--- config.mk ---
export PLATFORM = sky130hd
export DESIGN_NAME = alu_seq
export DESIGN_NICKNAME = d
export VERILOG_FILES = /design/src/rtl/alu_pkg.sv /design/src/rtl/alu_mul_seq.sv /design/src/rtl/alu_seq.sv
export SDC_FILE = /design/constraint.sdc
export NUM_CORES = 1
export LEC_CHECK = 0
export CAP_MARGIN = 20
export CELL_PAD_IN_SITES_DETAIL_PLACEMENT = 0
export CELL_PAD_IN_SITES_GLOBAL_PLACEMENT = 1
export CORE_MARGIN = 4
export CORE_UTILIZATION = 38
export DETAILED_ROUTE_END_ITERATION = 8
export GPL_TIMING_DRIVEN = 0
export PLACE_DENSITY_LB_ADDON = 0.1
export SLEW_MARGIN = 20
export SYNTH_ARGS = -nofsm -noshare
export SYNTH_HDL_FRONTEND = slang
export SYNTH_HIERARCHICAL = 1
export SYNTH_SLANG_ARGS = --single-unit
--- constraint.sdc ---
create_clock -name clk -period 1.4 [get_ports clk]
set_input_delay 0.28 -clock clk [delete_from_list [all_inputs] [get_ports clk]]
set_output_delay 0.28 -clock clk [all_outputs]
set_load 0.005 [all_outputs]
--- src/rtl/alu_pkg.sv ---
// Shared types for the sequential ALU: opcode and controller-state encodings.
package alu_pkg;

  // Opcode values as presented on the op port.
  typedef enum logic [2:0] {
    OP_ADD = 3'd0,
    OP_SUB = 3'd1,
    OP_AND = 3'd2,
    OP_OR  = 3'd3,
    OP_XOR = 3'd4,
    OP_SHL = 3'd5,
    OP_SHR = 3'd6,
    OP_MUL = 3'd7
  } op_e;

  // Controller states: waiting for work, iterating the multiplier, holding a result.
  typedef enum logic [1:0] {
    ST_IDLE = 2'd0,
    ST_MUL  = 2'd1,
    ST_DONE = 2'd2
  } state_e;

endpackage

--- src/rtl/alu_mul_seq.sv ---
// Iterative shift-add unsigned multiplier, one multiplier bit per cycle.
// start loads the operands; done is high during the cycle whose closing
// edge completes the last of WIDTH iterations, with product valid alongside.
module alu_mul_seq #(
  parameter int unsigned WIDTH = 3
) (
  input  logic                 clk,
  input  logic                 rst_n,
  input  logic                 start,
  input  logic [WIDTH-1:0]     a,
  input  logic [WIDTH-1:0]     b,
  output logic                 done,
  output logic [2*WIDTH-1:0]   product
);

  localparam int unsigned CW = (WIDTH > 1) ? $clog2(WIDTH) : 1;
  localparam logic [CW-1:0] LAST = CW'(WIDTH - 1);

  logic [2*WIDTH-1:0] acc_q, acc_d;
  logic [2*WIDTH-1:0] mcand_q, mcand_d;
  logic [WIDTH-1:0]   mplier_q, mplier_d;
  logic [CW-1:0]      cnt_q, cnt_d;
  logic               busy_q, busy_d;
  logic [2*WIDTH-1:0] acc_sum;

  // Partial-product accumulate for the current multiplier bit.
  always_comb begin
    acc_sum = acc_q + (mplier_q[0] ? mcand_q : '0);
  end

  assign done    = busy_q && (cnt_q == LAST);
  assign product = acc_sum;

  // Next-state: load on start, otherwise advance one iteration while busy.
  always_comb begin
    acc_d    = acc_q;
    mcand_d  = mcand_q;
    mplier_d = mplier_q;
    cnt_d    = cnt_q;
    busy_d   = busy_q;
    if (start) begin
      acc_d    = '0;
      mcand_d  = {{WIDTH{1'b0}}, a};
      mplier_d = b;
      cnt_d    = '0;
      busy_d   = 1'b1;
    end else if (busy_q) begin
      acc_d    = acc_sum;
      mcand_d  = mcand_q << 1;
      mplier_d = mplier_q >> 1;
      cnt_d    = cnt_q + CW'(1);
      if (cnt_q == LAST) begin
        busy_d = 1'b0;
      end
    end
  end

  // Datapath and iteration-count registers; reset discards any partial product.
  always_ff @(posedge clk or negedge rst_n) begin
    if (!rst_n) begin
      acc_q    <= '0;
      mcand_q  <= '0;
      mplier_q <= '0;
      cnt_q    <= '0;
      busy_q   <= 1'b0;
    end else begin
      acc_q    <= acc_d;
      mcand_q  <= mcand_d;
      mplier_q <= mplier_d;
      cnt_q    <= cnt_d;
      busy_q   <= busy_d;
    end
  end

endmodule

--- src/rtl/alu_seq.sv ---
// Sequential ALU with valid/ready handshakes on both sides.
// Single-cycle ops complete on the accept edge; MUL iterates WIDTH cycles.
// Build option: define ALU_SEQ_MUL_EN to include the iterative multiplier;
// without it op 7 completes in one cycle with result 0 and err set.
module alu_seq
  import alu_pkg::*;
#(
  parameter int unsigned WIDTH = 3
) (
  input  logic                 clk,
  input  logic                 rst_n,
  input  logic                 in_valid,
  output logic                 in_ready,
  input  logic [WIDTH-1:0]     a,
  input  logic [WIDTH-1:0]     b,
  input  logic [2:0]           op,
  output logic                 out_valid,
  input  logic                 out_ready,
  output logic [2*WIDTH-1:0]   result,
  output logic                 zero,
  output logic                 carry,
  output logic                 err
);

  state_e             state_q, state_d;
  logic [2*WIDTH-1:0] result_q, result_d;
  logic               zero_q, zero_d;
  logic               carry_q, carry_d;
  logic               err_q, err_d;

  op_e                op_w;
  logic [2*WIDTH-1:0] a_ext;
  logic [WIDTH:0]     sum;
  logic [WIDTH-1:0]   diff;
  logic [2*WIDTH-1:0] alu_res;
  logic               alu_carry;
  logic               alu_err;

  assign op_w  = op_e'(op);
  assign a_ext = {{WIDTH{1'b0}}, a};

`ifdef ALU_SEQ_MUL_EN
  logic               mul_start;
  logic               mul_done;
  logic [2*WIDTH-1:0] mul_product;

  alu_mul_seq #(
    .WIDTH (WIDTH)
  ) u_mul (
    .clk     (clk),
    .rst_n   (rst_n),
    .start   (mul_start),
    .a       (a),
    .b       (b),
    .done    (mul_done),
    .product (mul_product)
  );
`endif

  // Single-cycle operations evaluated directly from the port operands.
  always_comb begin
    alu_res   = '0;
    alu_carry = 1'b0;
    alu_err   = 1'b0;
    sum       = {1'b0, a} + {1'b0, b};
    diff      = a - b;
    case (op_w)
      OP_ADD: begin
        alu_res   = {{(WIDTH-1){1'b0}}, sum};
        alu_carry = sum[WIDTH];
      end
      OP_SUB: begin
        alu_res   = {{WIDTH{1'b0}}, diff};
        alu_carry = (a < b);
      end
      OP_AND: alu_res = {{WIDTH{1'b0}}, a & b};
      OP_OR:  alu_res = {{WIDTH{1'b0}}, a | b};
      OP_XOR: alu_res = {{WIDTH{1'b0}}, a ^ b};
      OP_SHL: alu_res = a_ext << b;
      OP_SHR: alu_res = {{WIDTH{1'b0}}, a >> b};
      OP_MUL: begin
`ifndef ALU_SEQ_MUL_EN
        alu_err = 1'b1;
`endif
      end
      default: alu_res = '0;
    endcase
  end

  // Controller next-state and result/flag capture.
  always_comb begin
    state_d  = state_q;
    result_d = result_q;
    zero_d   = zero_q;
    carry_d  = carry_q;
    err_d    = err_q;
`ifdef ALU_SEQ_MUL_EN
    mul_start = 1'b0;
`endif
    case (state_q)
      ST_IDLE: begin
        if (in_valid) begin
`ifdef ALU_SEQ_MUL_EN
          if (op_w == OP_MUL) begin
            state_d   = ST_MUL;
            mul_start = 1'b1;
          end else
`endif
          begin
            state_d  = ST_DONE;
            result_d = alu_res;
            zero_d   = (alu_res == '0);
            carry_d  = alu_carry;
            err_d    = alu_err;
          end
        end
      end
      ST_MUL: begin
`ifdef ALU_SEQ_MUL_EN
        if (mul_done) begin
          state_d  = ST_DONE;
          result_d = mul_product;
          zero_d   = (mul_product == '0);
          carry_d  = 1'b0;
          err_d    = 1'b0;
        end
`else
        state_d = ST_IDLE;
`endif
      end
      ST_DONE: begin
        if (out_ready) begin
          state_d = ST_IDLE;
        end
      end
      default: state_d = ST_IDLE;
    endcase
  end

  // State and registered outputs; reset clears everything and returns to idle.
  always_ff @(posedge clk or negedge rst_n) begin
    if (!rst_n) begin
      state_q  <= ST_IDLE;
      result_q <= '0;
      zero_q   <= 1'b0;
      carry_q  <= 1'b0;
      err_q    <= 1'b0;
    end else begin
      state_q  <= state_d;
      result_q <= result_d;
      zero_q   <= zero_d;
      carry_q  <= carry_d;
      err_q    <= err_d;
    end
  end

  assign in_ready  = (state_q == ST_IDLE);
  assign out_valid = (state_q == ST_DONE);
  assign result    = result_q;
  assign zero      = zero_q;
  assign carry     = carry_q;
  assign err       = err_q;

endmodule

==> results of run 1 <==
==> per-stage QoR <==
step | hold slack (ns) | worst slack [ns] | power (W) | setup TNS [ns]
2_1_floorplan | -0.0156 | -0.291 | 0.000603 | -0.777
3_3_place_gp | 0.454 | -1.35 | 0.000803 | -7.40
5_1_grt | 0.353 | -0.346 | 0.00121 | -1.25
6_report | 0.313 | -0.263 | 0.00113 | -0.873
3_5_place_dp | 0.462 | -1.39 | 0.000811 | -7.57
4_1_cts | 0.326 | -0.340 | 0.00110 | -0.836
==> metal layers <==
layer | global-route usage | vias to the layer above
met1 | 0.183 | 512
li1 | - | 523
met4 | 0.0637 | 0
met5 | 0 | -
met2 | 0.263 | 25
met3 | 0.0252 | 7
==> cell usage in the layout, fill, tap and decap left out, types with 4 or more instances in the layout <==
cell	netlist	final
sky130_fd_sc_hd__dlygate4sd2_1	0	11
sky130_fd_sc_hd__inv_1	10	6
sky130_fd_sc_hd__ha_1	10	7
sky130_fd_sc_hd__nand2_1	11	10
sky130_fd_sc_hd__buf_6	5	8
sky130_fd_sc_hd__nand3b_1	4	4
sky130_fd_sc_hd__dfrtp_1	10	10
sky130_fd_sc_hd__nand2b_1	7	6
sky130_fd_sc_hd__buf_4	1	15
sky130_fd_sc_hd__nor2_1	5	5
sky130_fd_sc_hd__a21oi_1	6	5
==> power groups by stage <==
stage	sequential (W)	combinational, W	clock, W
2_1_floorplan	0.000362	0.000240	0
3_3_place_gp	0.000357	0.000446	0
3_5_place_dp	0.000361	0.000450	0
4_1_cts	0.000353	0.000479	0.000269
5_1_grt	0.000359	0.000565	0.000285
6_report	0.000353	0.000517	0.000264
==> how the worst min path moves through the flow <==
| stage | start | end |
|---|---|---|
| final | rst_n | zero$_DFFE_PN0P_ |
| after global routing | rst_n | result[0]$_DFFE_PN0P_ |
| after CTS | rst_n | result[0]$_DFFE_PN0P_ |
| after detailed placement | result[1]$_DFFE_PN0P_ | result[1]$_DFFE_PN0P_ |
| after global placement | result[1]$_DFFE_PN0P_ | result[1]$_DFFE_PN0P_ |
| after floorplan | rst_n | carry$_DFFE_PN0P_ |
==> cells by family after synthesis <==
kind of cell             share of synthesized area
XOR/XNOR                                    0.0156
buffers and inverters                       0.0982
AND/OR/NAND/NOR                              0.218
flip-flops                                   0.223
AO/OA/AOI/OAI                                0.261
adder cells (fa/ha/maj)                      0.147
multiplexers                                0.0368
==> flip-flops by register name (all words and copies together) (netlist names) <==
signal and count:
carry 1, zero 1, result 6, err 1, state_q 1
==> repair_timing <==
item | in CTS | in global routing
resized for setup | 55 | 13
pin swaps | 12 | 3
setup endpoints to repair | 18 | 10
buffers inserted | 11 | 3
==> cell type report <==
| cell class | instances | area [sq um] |
|---|---|---|
| timing repair buffer | 37 | 340 |
| buffer | 8 | 83.8 |
| multi-input combinational | 94 | 863 |
| inverter | 10 | 52.6 |
| tap | 31 | 38.8 |
| sequential | 10 | 250 |
| fill | 238 | 1120 |
| clock buffer | 4 | 36.3 |
==> summary.md, run 1 <==
The flow ran to the end, but the final reports show violations. The checks that failed: setup timing. The slowest stage of the critical path belongs to the cell sky130_fd_sc_hd__fa_1. The run gives 11 as the pin count of the biggest net entering global routing.

Leaving out filler cells and counting taps, the final layout contains 194. For the largest vdd supply drop, the log shows 649 uV. The buffer cell driving the clock tree root was sky130_fd_sc_hd__clkbuf_4. The kind of cell adding the most delay to the critical path is adder cells. The switching share of power is 0.324, and the area growth from synthesis to layout is 48.5%. The worst register-to-register path begins at state_q[1]$_DFFE_PN0P_. The logs give 19 for the number of cell rows and 0 for the number of antenna violations at the first check in global routing. For the pin with the worst max-slew slack, the measured transition is 0.434 ns. The floorplan step defined a core boundary enclosing 2780 sq um. The number of nets in the synthesized netlist is 147.

Buffers inserted during clock tree synthesis total 3. TritonCTS built the clock tree. The placement-stage cell area came out at 1440 sq um.

Via count of the first global-routing pass: 1024. The number of placed instances, taps included, is 176. The path depth of the worst reg2reg path came out at 4.

Based on the critical path, the design can be clocked at up to 601 MHz. STA classifies the critical path endpoint as a register. The register-to-register setup slack was 0.19 ns; the total routed wire length on the met1 layer was 1240 um. The half-perimeter wire length of the detailed placement result came out at 2140 um. Routed signal wires occupy layers up through met4.

The share of final-layout standard cells stronger than drive strength 1 is 0.350. The largest fanout on the critical path works out to 3. The clock net in this run drives a total of 10 sinks.

Relative slew slack: 0.710. Data on the critical path is required at its endpoint by 1.59 ns. The number of port buffers is 23.

During synthesis, Yosys emitted a total of 6 warnings. The first global-routing pass estimated 4840 um of wire. The number of instances in the synthesized netlist was 122; the number of violations reported at the end of detailed-routing iteration 0 was 26. In the detailed route, the total length drawn on met3 is 122 um. The clock period minus worst slack is 1.66 ns.

The critical path goes through buf_12 > inv_12 > ha_4 > fa_1 > mux2i_1 > a32o_2 > a211oi_4 > nand4_1 > o31ai_2. Routability-driven placement finished with a final weighted congestion of 0.788. The insertion delay of the later-clocked pin in the worst-skew pair came out at 0.27 ns. After synthesis, the most frequently instantiated cells are sky130_fd_sc_hd__nand2_1, sky130_fd_sc_hd__dfrtp_1, sky130_fd_sc_hd__ha_1, sky130_fd_sc_hd__inv_1, sky130_fd_sc_hd__nand2b_1.

The run gives 0.311 as the sequential share of power. The tools report the total internal power as 0.000766 W. In the detailed route, the total length drawn on met2 is 1510 um. Remaining antenna violation count: 0. For this block, the via count after detailed routing is 1067. The first detailed-routing pass took 4 iterations. The number of endpoints failing setup at the final stage is 5. The share of the clock period used by the worst path works out to 1.19. The global router's overall resource usage was 0.151; the number of enable-type register cells in the synthesized netlist was 0. The most common cell in the synthesized netlist is sky130_fd_sc_hd__nand2_1. The delay of the slowest cell on the worst path works out to 0.47 ns. Clock skew on the completed layout was measured at 0.000250 ns. For the leakage power figure, the log shows 0.832 nW.

Destination of the critical timing path: zero$_DFFE_PN0P_. The logs give 0.456 for the portion of total power attributed to combinational logic and 0 for the max-cap violation count. The post-layout utilization of the core was 0.599. The post-synthesis async set-or-reset flop share came out at 1.00. The tools report the detailed-route DRC error count as 0. The most used flip-flop cell after synthesis is sky130_fd_sc_hd__dfrtp_1. Setup repair after global routing could not meet its margin everywhere. The tools report the floorplan die area as 3880 sq um. Averaged over all synthesized cells, the footprint is 9.19 sq um.

In this run the worst hold path is classified as in -> async. The final-stage net count is 189. No sink is reached through more buffers than the 2 on the longest clock path. The start-to-end type of the worst setup path was in -> reg. Die extent in x: 62.3 um.

STA puts the critical path data arrival time at 1.85 ns. After detailed routing, the number of vias per cell comes to 5.50. The tools report the post-synthesis instance area as 1120 sq um. The share of the yosys chip area belonging to registers was 0.223.

The logs give 1670 sq um for the total non-filler cell area in the finished layout and 2930 um for the final wirelength. Counting both buffers and inverters, the worst setup path holds a total of 2. The clock network fraction of total power came out at 0.233. Of all cell types, the one taking the most synthesized area is sky130_fd_sc_hd__dfrtp_1. For this design the ratio of total power to cell area is 680 nW/um^2.

In this run, synthesis produced a sequential element count of 10. For the effective utilization at floorplan, the log shows 0.403. Clock-pin slew was measured on the worst setup and hold paths at 0.06 ns.

The endpoint identified for the worst register-to-register timing path is result[3]$_DFFE_PN0P_. Die extent in y: 62.3 um. The logs give -0.263 ns for the smallest setup slack after layout and 0 for the total overflow reported by the global router. STA classifies the critical path startpoint as a primary input.

The number of antenna diodes in the final layout is 0. Number of primary I/O pins: 24. The routed wire length per instance works out to 15.1 um. The run gives 0 as the count of final max-slew check failures.

The netlist uses 47 different library cells. Tracing the worst setup path back leads to its startpoint at a[0]. The net switching power is 0.000367 W, and the share of Yosys cell area claimed by the top area cell type is 0.223. The critical path crosses 9 cells after its start point. Ranked by total cell area, the synthesized netlist is headed by sky130_fd_sc_hd__dfrtp_1, sky130_fd_sc_hd__ha_1, sky130_fd_sc_hd__buf_6, sky130_fd_sc_hd__nand2b_1, sky130_fd_sc_hd__nand2_1. The maximum level of the CTS H-tree was 1. The final-report hold violation count came out at 0. The run gives 0 as the number of hold-repair buffers added at the cts stage.
(Power assumes the default switching activity.)
==> inputs of run 2 (changes only) <==
==> constraint.sdc (replaced) <==
create_clock -name clk -period 1.87 [get_ports clk]
set_input_delay 0.374 -clock clk [delete_from_list [all_inputs] [get_ports clk]]
set_output_delay 0.374 -clock clk [all_outputs]
set_load 0.005 [all_outputs]
==> run 2 against run 1 <==
Effect of this change: the run still ends with setup timing left; wire length fell by 7.0%; critical path depth did not move; sequential share of layout area is 1.6 points higher; worst hold slack better by 0.11 ns; core utilization shrank 5.7 points; first-iteration DRC count increased by 19%; largest power group unchanged.
==> summary.md, run 2 (synthesis gave the netlist of run 1 again) <==
The clock period minus worst slack was 1.89 ns. The logs give 31 for the number of violations reported at the end of detailed-routing iteration 0 and 0.000164 ns for the final clock skew. For the upper clock frequency limit, the log shows 530 MHz.

The routed layout has 1006 vias. Beginning of the critical path: a[0]. Setup repair after global routing could not meet its margin everywhere. The flip-flop count of the largest register after layout came out at 6. Number of hold-repair buffers added at the cts stage: 0. Category of the worst setup path capture point: a register. The floorplan step defined a die boundary enclosing 3880 sq um. The tightest min-delay check is of the in -> async type. The remaining antenna violation count was 0; the required time reported for the critical path endpoint was 2.05 ns. In this run the core area contains 19 standard-cell rows. For the worst setup path, the data arrival time is 2.06 ns.

TritonCTS built the clock tree. Once placement completed, the tool counted placed cells totaling 176. The core area was 2780 sq um.

The final wirelength was 2720 um. In the layout the commonest cells are sky130_fd_sc_hd__clkdlybuf4s50_1, sky130_fd_sc_hd__nand2_1, sky130_fd_sc_hd__dfrtp_1. The largest fanout on the critical path was 7; the number of antenna violations at the first check in global routing was 0. After clock tree synthesis, the clock-pin slew on the worst setup and hold paths is 0.06 ns.

The die extent in x is 62.3 um. Number of buffers between clock root and the deepest sink: 2. Entering global routing, the biggest net connects 11 pins. The total overflow reported by the global router is 0. The count of final max-slew check failures was 0.

The number of endpoints failing setup at the final stage is 1, and the per-cell via count in the routed design is 5.53. Leaving out fill and tap cells, the most frequent cell in the layout is sky130_fd_sc_hd__clkdlybuf4s50_1. The die is 62.3 um tall. In this run the tool buffered the top-level ports with 23 buffer cells. The final reports fail on setup timing.

The area growth from synthesis to layout is 34.5%. The tools report the nature of the critical path startpoint as a primary input. The share of the clock period used by the worst path was 1.01. The last weighted congestion value of the routability-driven placer was 0.777. The buffer cell driving the clock tree root is sky130_fd_sc_hd__clkbuf_4.

Power per unit of standard cell area: 528 nW/um^2. The setup path with the least slack is of type in -> reg. The share of final-layout standard cells stronger than drive strength 1 is 0.232. VDD sags by at most 499 uV. Counting the buffers created by CTS gives 3.

The final-report hold violation count is 0, and the post-route worst hold slack is 0.419 ns. The first global-routing pass estimated 4420 um of wire. The tree built by TritonCTS fans out to 10 sinks. After the last flow step, the layout net total stands at 177. The count of cells in the finished layout, fillers not included, comes to 182. The flow ran to the end, but the final reports show violations.

The leakage power figure came out at 0.699 nW. Counting the fill cells in the layout gives 267. For this design the top-level I/O count stands at 24. The global router's overall resource usage was 0.136; the relative slew slack was 0.704.

Summed over all nets, the half-perimeter wirelength after detailed placement is 2190 um. The tools report the source of the worst register-to-register timing path as state_q[1]$_DFFE_PN0P_. Dividing the detail-routed wire length by the instance count gives 15.0 um. The later pin in the worst-skew pair is clocked with a latency of 0.26 ns. The via count of the first global-routing pass came out at 911.

The slew at the pin closest to its max-slew limit is 0.442 ns, and the max-cap violation count is 0. The maximum level of the CTS H-tree came out at 1. The tools report the length of the first detailed-routing pass in iterations as 4.

The effective utilization at floorplan was 0.403. The logs give 0 for the number of antenna cells inserted and 0 for the detailed-route DRC error count. For the smallest setup slack after layout, the log shows -0.0156 ns.
-- run 2: cell types whose count changed in the layout (fill, tap and decap cells not counted), moves of 2 or more --
cell / change
sky130_fd_sc_hd__buf_4: -13
sky130_fd_sc_hd__clkdlybuf4s15_1: -2
sky130_fd_sc_hd__clkdlybuf4s50_1: +12
sky130_fd_sc_hd__dlygate4sd2_1: -10
sky130_fd_sc_hd__inv_1: +2
sky130_fd_sc_hd__nor2b_1: +2
sky130_fd_sc_hd__nor2b_2: -2
-- run 2: per-layer routing --
metal  track usage  vias to the layer above  part of all wire
li1              -                      501                 -
met1         0.173                      473              0.44
met2         0.233                       25              0.50
met3        0.0180                        7             0.042
met4        0.0504                        0             0.021
met5             0                        -                 0
-- run 2: critical path, stage by stage --
cell,delay (ns)
sky130_fd_sc_hd__buf_12,0.10
sky130_fd_sc_hd__inv_6,0.04
sky130_fd_sc_hd__ha_4,0.15
sky130_fd_sc_hd__fa_1,0.47
sky130_fd_sc_hd__mux2i_1,0.08
sky130_fd_sc_hd__a32o_2,0.24
sky130_fd_sc_hd__a211oi_2,0.25
sky130_fd_sc_hd__nand4_1,0.14
sky130_fd_sc_hd__o31ai_2,0.22
-- run 2: timing repair --
item                       in CTS  in global routing
gates cloned                    0                  1
resized for setup              23                 22
pin swaps                       6                  5
buffers inserted                1                  0
setup endpoints to repair       6                  5
-- run 2: where the power goes --
group,switching [W],leakage (nW),internal [W]
Sequential,0.0000162,0.131,0.000248
Clock,0.0000734,0.0210,0.000118
Combinational,0.000157,0.547,0.000183
Total,0.000247,0.699,0.000550
-- run 2: worst paths after layout --
| check | end | slack (ns) | cells after the start |
|---|---|---|---|
| worst min register to register | result[1]$_DFFE_PN0P_ | 0.47 | 2 |
| min in group clk | result[1]$_DFFE_PN0P_ | 0.47 | 2 |
| worst max-delay path | zero$_DFFE_PN0P_ | -0.02 | 9 |
| worst min-delay path | state_q[1]$_DFFE_PN0P_ | 0.42 | 1 |
| worst max register to register | result[2]$_DFFE_PN0P_ | 0.61 | 4 |
| max in group asynchronous | result[1]$_DFFE_PN0P_ | 1.15 | 1 |
-- run 2: final cells by class --
| cell class | count | area [sq um] | share of cell area |
|---|---|---|---|
| inverters | 10 | 42.5 | 0.0282 |
| flip-flops and latches | 10 | 250 | 0.166 |
| clock buffers | 4 | 36.3 | 0.0241 |
| multi-input cells | 94 | 810 | 0.537 |
| plain buffers | 8 | 78.8 | 0.0523 |
| repair buffers | 25 | 251 | 0.167 |
| well taps | 31 | 38.8 | 0.0257 |
-- run 2: metrics by stage --
| stage | cell area [sq um] | setup slack (ns) | total power [W] | TNS, ns | utilization |
|---|---|---|---|---|---|
| final | 1510 | -0.0156 | 0.000797 | -0.0156 | 0.542 |
| after global routing | 1510 | -0.110 | 0.000847 | -0.157 | 0.542 |
| after CTS | 1470 | -0.0789 | 0.000797 | -0.0789 | 0.529 |
| after detailed placement | 1390 | -0.871 | 0.000595 | -4.01 | 0.501 |
| after global placement | 1390 | -0.843 | 0.000587 | -3.82 | 0.501 |
| after floorplan | 1120 | 0.0254 | 0.000441 | 0 | - |
